## config.mk

```make
export PLATFORM = sky130hd
export DESIGN_NAME = pc_sequencer
export DESIGN_NICKNAME = d
export VERILOG_FILES = /design/src/rtl/pc_sequencer.sv
export SDC_FILE = /design/constraint.sdc
export NUM_CORES = 1
export LEC_CHECK = 0
export ABC_AREA = 1
export BUFFER_PORTS_ARGS = -buffer_cell sky130_fd_sc_hd__buf_4
export CAP_MARGIN = 20
export CORE_MARGIN = 3
export CORE_UTILIZATION = 28
export DETAILED_ROUTE_END_ITERATION = 10
export MAX_ROUTING_LAYER = met4
export PLACE_DENSITY = 0.55
export SYNTH_ARGS = -nofsm -noshare
export SYNTH_HDL_FRONTEND = slang
export SYNTH_SLANG_ARGS = --single-unit
```

## constraint.sdc

```tcl
create_clock -name clk -period 3.8 [get_ports clk]
set_input_delay 0.38 -clock clk [delete_from_list [all_inputs] [get_ports clk]]
set_output_delay 0.38 -clock clk [all_outputs]
set_load 0.02 [all_outputs]
```

## src/rtl/pc_sequencer.sv

```systemverilog
// pc_sequencer: instruction-fetch PC sequencer with request/stall handshake and jump/branch redirect
module pc_sequencer #(
    parameter logic [31:0] RESET_PC = 32'h0000_0000
) (
    input  logic        clk,
    input  logic        reset,
    input  logic        stall,
    input  logic        jump,
    input  logic [31:0] jump_target,
    input  logic        branch_taken,
    input  logic [31:0] branch_target,
    input  logic        imem_ready,
    output logic        imem_req,
    output logic [31:0] pc,
    output logic [31:0] pc4,
    output logic        instr_valid,
    output logic [31:0] fetch_pc
);
    typedef enum logic [1:0] {IDLE, REQ, STALL} state_t;

    state_t      state_q, state_d;
    logic [31:0] pc_q, pc_d;
    logic [31:0] fetch_pc_q, fetch_pc_d;
    logic        instr_valid_q, instr_valid_d;
    logic        accept, redirect;
    logic [31:0] target;

    // next-state, next-pc and fetch bookkeeping; redirects are only honoured outside IDLE
    always_comb begin
        imem_req      = (state_q == REQ) && !stall;
        accept        = imem_req && imem_ready;
        redirect      = (state_q != IDLE) && (jump || branch_taken);
        target        = jump ? {jump_target[31:2], 2'b00} : {branch_target[31:2], 2'b00};
        pc4           = pc_q + 32'd4;
        pc_d          = redirect ? target : (accept ? pc4 : pc_q);
        fetch_pc_d    = accept ? pc_q : fetch_pc_q;
        instr_valid_d = accept;
        state_d       = (state_q == IDLE) ? REQ : (stall ? STALL : REQ);
    end

    // state registers with synchronous active-low reset overriding everything
    always_ff @(posedge clk) begin
        if (!reset) begin
            state_q       <= IDLE;
            pc_q          <= RESET_PC;
            fetch_pc_q    <= RESET_PC;
            instr_valid_q <= 1'b0;
        end else begin
            state_q       <= state_d;
            pc_q          <= pc_d;
            fetch_pc_q    <= fetch_pc_d;
            instr_valid_q <= instr_valid_d;
        end
    end

    assign pc          = pc_q;
    assign fetch_pc    = fetch_pc_q;
    assign instr_valid = instr_valid_q;
endmodule

```

After elaboration in Yosys (flattened, before gate mapping):

Cells that the tools add are included.

* register bits after elaboration: 67
* output and inout bits: 98

* add/subtract/negate cells: 1
* equality and inequality tests: 1
* mux-type cells: 5
* bitwise logic cells: 1
* reductions and logical operators: 9

Operators by type and width (count)
* $mux 32: 3
* $add 32x3->32 const B: 1
* $reduce_bool 2->1: 2
* $logic_and 1x1->1: 3
* $eq 2x1->1 const B: 1
* $logic_not 2->1: 1
* $mux 2: 1
* $reduce_or 2->1: 1
* $logic_not 1->1: 1
* $logic_or 1x1->1: 1
* $mux 1: 1
* $not 1->1: 1

Logic depth before layout (Yosys ltp):

Gate-level depths: netlist (run 1).

* depth after elaboration: 5
* mapped depth: 10
* gate-level depth less buffers: 10

Worst setup path before layout (run 1):

No wires, ideal clock.

* kind: reg2out
* start point: register pc_q[3], in the netlist pc[3]
* end point: output port pc4[22]
* data arrival time: 1.542 ns
* setup slack: 1.878 ns
* cell stages (with the launch flop): 9
* cell sequence: dfxtp_1 -> ha_1 -> nand2_2 -> nor2_4 -> nand2_2 -> nor2_4 -> nand2_1 -> nand2_1 -> and2_1

* cells in the longest elaborated chain, start to end: 1

RTL lines
* start, declared: line 22 `logic [31:0] pc_q, pc_d;`
* start signal, assigned: line 50 `pc_q <= pc_d;`
* $add 32x3->32: line 34 `pc4 = pc_q + 32'd4;`
* end, declared: line 15 `output logic [31:0] pc4,`

No other way between the ends.

Final worst setup path (run 1):

Same ends and word-level chain as after synthesis.

==> reports/metrics.yaml, run 1 <==
status:
  outcome: "completed"
synth:
  synth.avg_cell_area_um2: 6.09
  synthFlopType: "dfxtp_1"
  ys_seq_area_share_pct: 32.5
  yosys.area.top_type_share_pct: 32.5
  synthArstFlopShare_pct: 0
  synthCells: 637
  synth-edff-count: 0
  synth_warnings: 0
  synthTopCellsByCount: "nand2_1, nor2_1, dfxtp_1"
  synthTopCellsByArea: "dfxtp_1, nand2_1, o21ai_0, nor2_1, a21oi_1"
  synth_seq_cells: 63
  yosysMostFrequentCell: "nand2_1"
  yosysTopAreaCell: "dfxtp_1"
  synth_area_mm2: 0.00388
  synth.distinct_cells: 30
cells_and_area:
  final_area_mm2: 0.00539
  syn2layout_area_growth_pct: 38.9
  n_antenna_cell: 0
  num-nets-final: 848
  drive_gt1_share_pct: 26.3
cts:
  clk_latency_ns: 0.33
  numCtsBuffers: 9
  htreeDepth: 3
  cts_resized: 0
  tritoncts: "done"
  clkTransAtPathRegs_ns: 0.05
  root_buffer: "clkbuf_16"
  cts_sinks: 63
  cts_hold_buf: 0
  cts_buffer_depth: 2
  postCtsSetupRepairBufs: 0
setup_path:
  r2r-start: "state_q[1]"
  cp.required_ns: 3.42
  worstRegToRegCells: 7
  path_max_fanout: 6
  worstSetupEndpointType: "primary output"
  cp-endpoint: "pc4[22]"
  ff2ff_setup_slack_ns: 1.71
  startpoint_type: "flop"
  cp-startpoint: "pc[3]"
  critical_path_arrival_ns: 2.00
  r2r-end: "pc[8]"
  path_class: "flop to primary output"
die:
  initial_core_util_pct: 29.0
  die_x_um: 124
  dieHeight_um: 124
  ios: 168
  die-area_mm2: 0.0153
  rows: 42
  core_area_mm2: 0.0134
routing:
  finalWirelength_um: 13400
  vias: 4209
  first_pass_iters: 4
  routedWlPerCell_um: 14.0
  drt-initial-drc-count: 233
  drc: 0
  ant_nets: 0
  via_per_inst: 4.39
global_routing:
  grt_pass1_wl_um: 21100
  grt_pass1_vias: 4004
  antenna_found_initial: 0
  grt_usage_pct: 18.3
  grt_max_degree: 46
  overflow: 0
pwr:
  p_comb_share_pct: 27.1
  leakagePower_nw: 2.65
  ir_drop_v: 0.000193
  seq_power_share_pct: 37.7
  clockPowerShare_pct: 35.1
  swShare_pct: 33.5
  p_int_w: 0.00137
  p_sw_w: 0.000687
  power.density_mw_per_mm2: 381
placed_design:
  place_congestion: 0.860
  dp_hpwl_um: 10600
  io_buffers: 157
  postPlaceCellArea_mm2: 0.00513
sta:
  tightest_slew_ns: 0.792
  maxSlewViolCount: 0
  hold_viol_final: 0
  setup_viol: 0
  fin_crit_sh_pct: 62.8
  fin_tns_setup_ns: 0
  grt_setup_unrepaired: "false"
  slew_headroom_pct: 47.2
  fin_skew_ns: 0.00713
  clock.fmax_mhz: 419
  post-route-min-period_ns: 2.38
worst_hold_path:
  holdPathStages: 3
  min_path_type: "primary input to flop"
job:
  max_cap_violations: 0
[power groups by stage]
stage	combinational, W	clock (W)	sequential [W]
floorplan	0.000277	0	0.000823
global placement	0.000558	0	0.000787
detailed placement	0.000562	0	0.000788
CTS	0.000563	0.000743	0.000774
global route	0.000617	0.000774	0.000784
finish	0.000557	0.000721	0.000775
[registers in the layout (all words and copies together) (netlist names)]
signal       count
pc              30
fetch_pc        30
state_q          2
instr_valid      1
[area by class of cell]
class                   instances  area, um2
clock buffers                  12        236
clock inverters                 4       22.5
fillers                      1457       8010
inverters                      53        199
multi-input cells             492       2270
flip-flops and latches         63       1260
well taps                     176        220
repair buffers                158       1190
[metal layers]
metal / wire length, um / vias to the layer above / track usage [%]
li1: - / 2269 / -
met1: 6750 / 1798 / 26.8
met2: 5670 / 127 / 25.8
met3: 799 / 15 / 3.45
met4: 191 / 0 / 4.36
met5: 0 / - / -
[metrics by stage]
stage | power (W) | util, % | hold slack, ns | instances | setup WS [ns]
global route | 0.00218 | 40.2 | 0.359 | 958 | 1.27
CTS | 0.00208 | 40.2 | 0.322 | 958 | 1.39
detailed placement | 0.00135 | 38.3 | 0.466 | 942 | 1.47
finish | 0.00205 | 40.2 | 0.331 | 958 | 1.42
floorplan | 0.00110 | - | 0.505 | 642 | 1.88
global placement | 0.00135 | 38.3 | 0.459 | 942 | 1.52
[worst max-delay path, cell delays in order, from the launching register on]
cell and delay (ns):
dfxtp_1 0.42, ha_1 0.27, nand2_2 0.09, nor2_4 0.13, nand2_2 0.14, nor2_4 0.18
nand3_1 0.10, and2_1 0.19, buf_4 0.16
[cells by family (layout without fill, tap and decap cells)]
group	Yosys count	count (layout)	share of synthesized area, %
simple gates	373	373	41.4
compound gates	105	105	14.5
buf+inv	87	227	9.67
flops	63	63	32.5
xor+xnor	7	7	1.58
fa+ha+maj	1	1	0.322
other cells	1	6	0.0966
[how the worst min path moves through the flow]
stage | startpoint | to
finish | stall | state_q[1]
global route | stall | state_q[1]
global placement | fetch_pc[2] | fetch_pc[2]
floorplan | state_q[0] | state_q[1]
CTS | stall | state_q[1]
detailed placement | fetch_pc[2] | fetch_pc[2]
[cells in the final DEF, fill, tap and decap left out, drive strengths merged]
master	n
o211ai	2
clkinv	4
dfxtp	63
inv	52
o21bai	5
o21ai	52
xor2	2
and2	3
a21oi	46
nor2	75
xnor2	5
clkbuf	12
buf	158
nand2	253
clkinvlp	1
conb	6
nand3	33
or2	1
nor3	2
ha	1
nand3b	6
Power figures use the tool's default switching activity.
==> run 2, diff against run 1 <==
--- a/config.mk
+++ b/config.mk
@@ -5,14 +5,14 @@
 export SDC_FILE = /design/constraint.sdc
 export NUM_CORES = 1
 export LEC_CHECK = 0
-export ABC_AREA = 1
+export ABC_AREA = 0
 export BUFFER_PORTS_ARGS = -buffer_cell sky130_fd_sc_hd__buf_4
 export CAP_MARGIN = 20
 export CORE_MARGIN = 3
 export CORE_UTILIZATION = 28
 export DETAILED_ROUTE_END_ITERATION = 10
 export MAX_ROUTING_LAYER = met4
-export PLACE_DENSITY = 0.55
+export PLACE_DENSITY = 0.57
 export SYNTH_ARGS = -nofsm -noshare
 export SYNTH_HDL_FRONTEND = slang
 export SYNTH_SLANG_ARGS = --single-unit
==> constraint.sdc (replaced) <==
create_clock -name clk -period 2.01 [get_ports clk]
set_input_delay 0.201 -clock clk [delete_from_list [all_inputs] [get_ports clk]]
set_output_delay 0.201 -clock clk [all_outputs]
set_load 0.02 [all_outputs]
==> run 2 against run 1 <==
Effect of this change: the run now ends with negative setup slack left; sequential power is 81% higher; area after synthesis decreased by 4.5%; flip-flop and latch count stayed put; critical path depth decreased by 1; combinational power grew 100%; cell area up 13%; worst setup slack worse by 1.5 ns.
==> reports/metrics.yaml, run 2 <==
global_routing:
  overflow: 0
  grt_usage_pct: 19.7
  grt_pass1_vias: 4176
  grt_max_degree: 31
  antenna_found_initial: 0
  grt_pass1_wl_um: 22000
sta:
  fin_tns_setup_ns: -0.357
  maxSlewViolCount: 0
  fin_crit_sh_pct: 104
  setup_viol: 8
  grt_setup_unrepaired: "true"
  fin_skew_ns: 0.00768
  post-route-min-period_ns: 2.09
  worst_slack_ns: -0.0794
  clock.fmax_mhz: 479
  hold_viol_final: 0
setup_path:
  r2r-start: "pc[18]"
  path_class: "flop to primary output"
  cp-startpoint: "pc[18]"
  cp.required_ns: 1.81
  worstRegToRegCells: 8
  worstSetupEndpointType: "primary output"
  ff2ff_setup_slack_ns: 0.01
  critical_path_arrival_ns: 1.89
  cp-endpoint: "pc4[28]"
  startpoint_type: "flop"
  r2r-end: "pc[23]"
  path_max_fanout: 5
synth:
  ys_seq_area_share_pct: 34.0
  synth-compound-area-share_pct: 19.4
  yosysMostFrequentCell: "nand2_1"
  synth.avg_cell_area_um2: 7.69
  synthFlopType: "dfxtp_1"
  synthTopCellsByCount: "nand2_1, dfxtp_1, a21oi_1"
  synthTopCellsByArea: "dfxtp_1, nand2_1, a21oi_1, xnor2_1, mux2i_1"
  synth_top_family_by_area: "simple AND/OR/NAND/NOR gates"
  synth_xor_area_share_pct: 7.57
  synthArstFlopShare_pct: 0
  synthCells: 482
  synthMuxAreaShare_pct: 6.62
  synth_seq_cells: 63
  synth-edff-count: 0
  yosys.area.top_type_share_pct: 34.0
  synth_simple_gate_area_share_pct: 25.1
  synth.distinct_cells: 57
  yosysTopAreaCell: "dfxtp_1"
  synth_area_mm2: 0.00370
  synthAdderAreaFrac_pct: 0.338
  synth_warnings: 0
cells_and_area:
  final_common_cell: "buf_4"
  final_cell_mix: "buf_4, nand2_1, dfxtp_1, a21oi_1, mux2i_1"
  num-nets-final: 744
  fillers: 1259
  drive_gt1_share_pct: 45.7
  final_area_mm2: 0.00612
  n_antenna_cell: 0
  syn2layout_area_growth_pct: 65.1
  multi_input_area_mm2: 0.00251
  seq_area_mm2: 0.00129
cts:
  tritoncts: "done"
  clkTransAtPathRegs_ns: 0.06
  cts_buffer_depth: 2
  cts_hold_buf: 0
  htreeDepth: 3
  numCtsBuffers: 9
  cts_sinks: 63
  clk_latency_ns: 0.33
  root_buffer: "clkbuf_16"
worst_hold_path:
  holdPathStages: 3
  min_path_type: "primary input to flop"
pwr:
  ir_drop_v: 0.000430
  power_w: 0.00412
  leakagePower_nw: 2.64
  power.density_mw_per_mm2: 674
die:
  die-area_mm2: 0.0146
  die_x_um: 121
  rows: 41
  ios: 168
  dieHeight_um: 121
  core_area_mm2: 0.0128
  initial_core_util_pct: 29.0
placed_design:
  place_congestion: 0.927
  io_buffers: 157
  postPlaceCellArea_mm2: 0.00536
  dp_hpwl_um: 10600
  dp_slack_ns: -0.0272
routing:
  ant_nets: 0
  first_pass_iters: 4
  vias: 4276
  via_per_inst: 5.03
  finalWirelength_um: 14400
  drt-initial-drc-count: 329
  drc: 0
  routedWlPerCell_um: 17.0
status:
  violations: "negative setup slack"
  outcome: "finished with violations"
job:
  max_cap_violations: 0
## run 2: logic make-up after synthesis
| kind of cell | count (synthesis) |
|---|---|
| buf+inv | 57 |
| mux | 24 |
| xor+xnor | 32 |
| other cells | 1 |
| compound gates | 110 |
| flops | 63 |
| simple gates | 194 |
| fa+ha+maj | 1 |
## run 2: per-stage QoR
stage | utilization (%) | instances | hold WS, ns
CTS | 46.5 | 843 | 0.180
global placement | 41.9 | 815 | 0.445
global route | 47.9 | 850 | 0.210
detailed placement | 41.9 | 815 | 0.450
floorplan | - | 487 | 0.358
finish | 47.9 | 850 | 0.187
## run 2: metal layers
metal	wire length, um	share of wire [%]	vias to the layer above	track usage [%]
met1	6320	44	2015	26.1
met3	1060	7.4	17	3.64
li1	-	-	2075	-
met5	0	0	-	-
met4	194	1.3	0	5.67
met2	6870	48	169	30.7
## run 2: worst min path at each step
stage / startpoint / endpoint / slack [ns]
after floorplan: stall / state_q[1] / 0.36
after global placement: fetch_pc[21] / fetch_pc[21] / 0.45
after detailed placement: fetch_pc[2] / fetch_pc[2] / 0.45
after CTS: stall / state_q[1] / 0.18
after global routing: stall / state_q[1] / 0.21
final: stall / state_q[1] / 0.19
## run 2: cell type report
| class | instances | share of cell area, % |
|---|---|---|
| multi-input cells | 367 | 41.1 |
| flip-flops and latches | 63 | 21.0 |
| well taps | 172 | 3.52 |
| clock inverters | 6 | 1.15 |
| clock buffers | 10 | 3.91 |
| repair buffers | 227 | 29.0 |
| inverters | 5 | 0.307 |
## run 2: worst max-delay path: stages, from the launching register on
cell and delay, ns:
dfxtp_2 0.33, nand4_1 0.12, buf_6 0.17, nor4_4 0.26
buf_4 0.16, and3_4 0.21, xnor2_2 0.13, buf_4 0.18
## run 2: power by group
| part | leakage (nW) | internal (W) | switching (W) | total [W] |
|---|---|---|---|---|
| Sequential | 0.520 | 0.00133 | 0.0000719 | 0.00140 |
| Clock | 0.141 | 0.000998 | 0.000610 | 0.00161 |
| Combinational | 1.97 | 0.000505 | 0.000612 | 0.00112 |
## run 2: repair_timing
action / in CTS / in global routing
pin swaps: 17 / 15
resized for setup: 41 / 23
setup endpoints to repair: 22 / 20
buffers inserted: 12 / 7
==> run 3, diff against run 2 <==
--- a/config.mk
+++ b/config.mk
@@ -12,7 +12,8 @@
 export CORE_UTILIZATION = 28
 export DETAILED_ROUTE_END_ITERATION = 10
 export MAX_ROUTING_LAYER = met4
-export PLACE_DENSITY = 0.57
+export PLACE_DENSITY = 0.55
+export SKIP_LAST_GASP = 1
 export SYNTH_ARGS = -nofsm -noshare
 export SYNTH_HDL_FRONTEND = slang
 export SYNTH_SLANG_ARGS = --single-unit
==> constraint.sdc (replaced) <==
create_clock -name clk -period 2.35 [get_ports clk]
set_input_delay 0.235 -clock clk [delete_from_list [all_inputs] [get_ports clk]]
set_output_delay 0.235 -clock clk [all_outputs]
set_load 0.02 [all_outputs]
==> run 3 against run 2 <==
Effect of this change: worst setup slack better by 0.20 ns; final cell count fell by 3.5%; flip-flop and latch count did not move; critical path type unchanged; via count fell by 3.0%; utilization decreased by 3.9 points; the run now ends clean; sequential power decreased by 13%.
==> reports/metrics.yaml, run 3 (synthesis gave the netlist of run 2 again) <==
cts:
  cts_sinks: 63
  clkTransAtPathRegs_ns: 0.05
  cts_hold_buf: 0
  cts_buffer_depth: 2
  clk_latency_ns: 0.32
  tritoncts: "done"
  htreeDepth: 3
  numCtsBuffers: 9
  root_buffer: "clkbuf_16"
sta:
  grt_setup_unrepaired: "true"
  hold_slack_ns: 0.238
  post-route-min-period_ns: 2.23
  tightest_slew_ns: 0.594
  maxSlewViolCount: 0
  clock.fmax_mhz: 449
  fin_skew_ns: 0.00431
  slew_headroom_pct: 60.4
  fin_crit_sh_pct: 94.8
  hold_viol_final: 0
  setup_viol: 0
global_routing:
  overflow: 0
  grt_max_degree: 25
  grt_usage_pct: 18.7
  grt_pass1_wl_um: 20900
  antenna_found_initial: 0
  grt_pass1_vias: 3988
pwr:
  p_sw_w: 0.00103
  leakagePower_nw: 2.37
  p_int_w: 0.00253
  ir_drop_v: 0.000322
  p_comb_share_pct: 24.2
  swShare_pct: 29.0
  seq_power_share_pct: 34.3
  power.density_mw_per_mm2: 634
  clockPowerShare_pct: 41.5
placed_design:
  io_buffers: 157
  placed_cells: 798
  dp_hpwl_um: 10400
  postPlaceCellArea_mm2: 0.00517
  place_congestion: 0.859
setup_path:
  crit_chain: "nand4_4 -> or4_4 -> nor2_1 -> xor2_1 -> buf_4"
  r2r-end: "pc[17]"
  critical_path_arrival_ns: 1.99
  worstRegToRegCells: 4
  worst_path_largest_cell_delay_ns: 0.58
  cp_num_buf_inv: 1
  cp-startpoint: "pc[9]"
  cp.required_ns: 2.12
  cp.depth: 5
  startpoint_type: "flop"
  slowest_stage: "or4_4"
  path_max_fanout: 9
  critical-path-top-delay-family: "simple AND/OR/NAND/NOR gates"
  r2r-start: "state_q[0]"
  ff2ff_setup_slack_ns: 0.34
  worstSetupEndpointType: "primary output"
  path_class: "flop to primary output"
  cp-endpoint: "pc4[17]"
routing:
  vias: 4146
  drc: 0
  drt-initial-drc-count: 277
  ant_nets: 0
  routedWlPerCell_um: 16.8
  via_per_inst: 5.06
  finalWirelength_um: 13700
  first_pass_iters: 5
die:
  rows: 41
  die-area_mm2: 0.0146
  die_x_um: 121
  ios: 168
  core_area_mm2: 0.0128
  dieHeight_um: 121
  initial_core_util_pct: 29.0
cells_and_area:
  fillers: 1297
  n_antenna_cell: 0
  drive_gt1_share_pct: 37.0
  final_cell_mix: "buf_4, nand2_1, dfxtp_1, a21oi_1, nor2_1"
  stdcell_count: 820
  num-nets-final: 715
  final_common_cell: "buf_4"
  syn2layout_area_growth_pct: 51.6
  final_area_mm2: 0.00562
worst_hold_path:
  min_path_type: "primary input to flop"
status:
  outcome: "completed"
job:
  max_cap_violations: 0
==> run 3: final cells by class <==
cell class,count,area [um2],share of cell area [%]
Clock inverter,3,65.1,1.16
Sequential cell,63,1270,22.7
Clock buffer,12,267,4.74
Multi-Input combinational cell,367,2290,40.8
Inverter,5,18.8,0.334
Timing Repair Buffer,198,1490,26.5
Tap cell,172,215,3.83
==> run 3: worst register-to-register path, stage by stage, from the launching register on <==
cell and delay, ns:
dfxtp_1 0.53, nand4bb_2 0.19, or3_1 0.55, or4_1 0.46, a31oi_1 0.19
==> run 3: timing repair <==
item / CTS / global route
setup buffers: 2 / 5
gates cloned: 0 / 0
setup endpoints to repair: 10 / 15
pin swaps: 2 / 7
gates resized for setup: 8 / 9
==> run 3: metrics by stage <==
step	power [W]	TNS (ns)	setup slack [ns]	utilization (%)
6_report	0.00356	0	0.123	44.0
5_1_grt	0.00372	-0.0946	-0.0430	44.0
4_1_cts	0.00359	0	0.0145	43.5
3_5_place_dp	0.00210	0	0.222	40.5
3_3_place_gp	0.00209	0	0.267	40.5
2_1_floorplan	0.00169	0	0.161	-
==> run 3: worst min-delay path by stage <==
stage | from | slack (ns) | cells past startpoint | to
2_1_floorplan | stall | 0.39 | 2 | state_q[1]
5_1_grt | stall | 0.27 | 3 | state_q[1]
6_report | stall | 0.24 | 3 | state_q[1]
4_1_cts | stall | 0.24 | 3 | state_q[1]
3_3_place_gp | fetch_pc[21] | 0.44 | 2 | fetch_pc[21]
3_5_place_dp | fetch_pc[9] | 0.45 | 2 | fetch_pc[9]
==> run 3: power groups by stage <==
stage | combinational (W) | clock (W) | sequential [W]
floorplan | 0.000413 | 0 | 0.00128
global placement | 0.000851 | 0 | 0.00124
detailed placement | 0.000859 | 0 | 0.00124
CTS | 0.000864 | 0.00151 | 0.00122
global route | 0.000924 | 0.00156 | 0.00123
finish | 0.000860 | 0.00148 | 0.00122
==> run 3: layer usage <==
metal | up-vias | track usage, % | routed length (um)
met3 | 24 | 4.20 | 1050
met4 | 0 | 5.74 | 236
met2 | 183 | 28.9 | 6380
met1 | 1922 | 24.5 | 6080
li1 | 2017 | - | -
met5 | - | - | 0
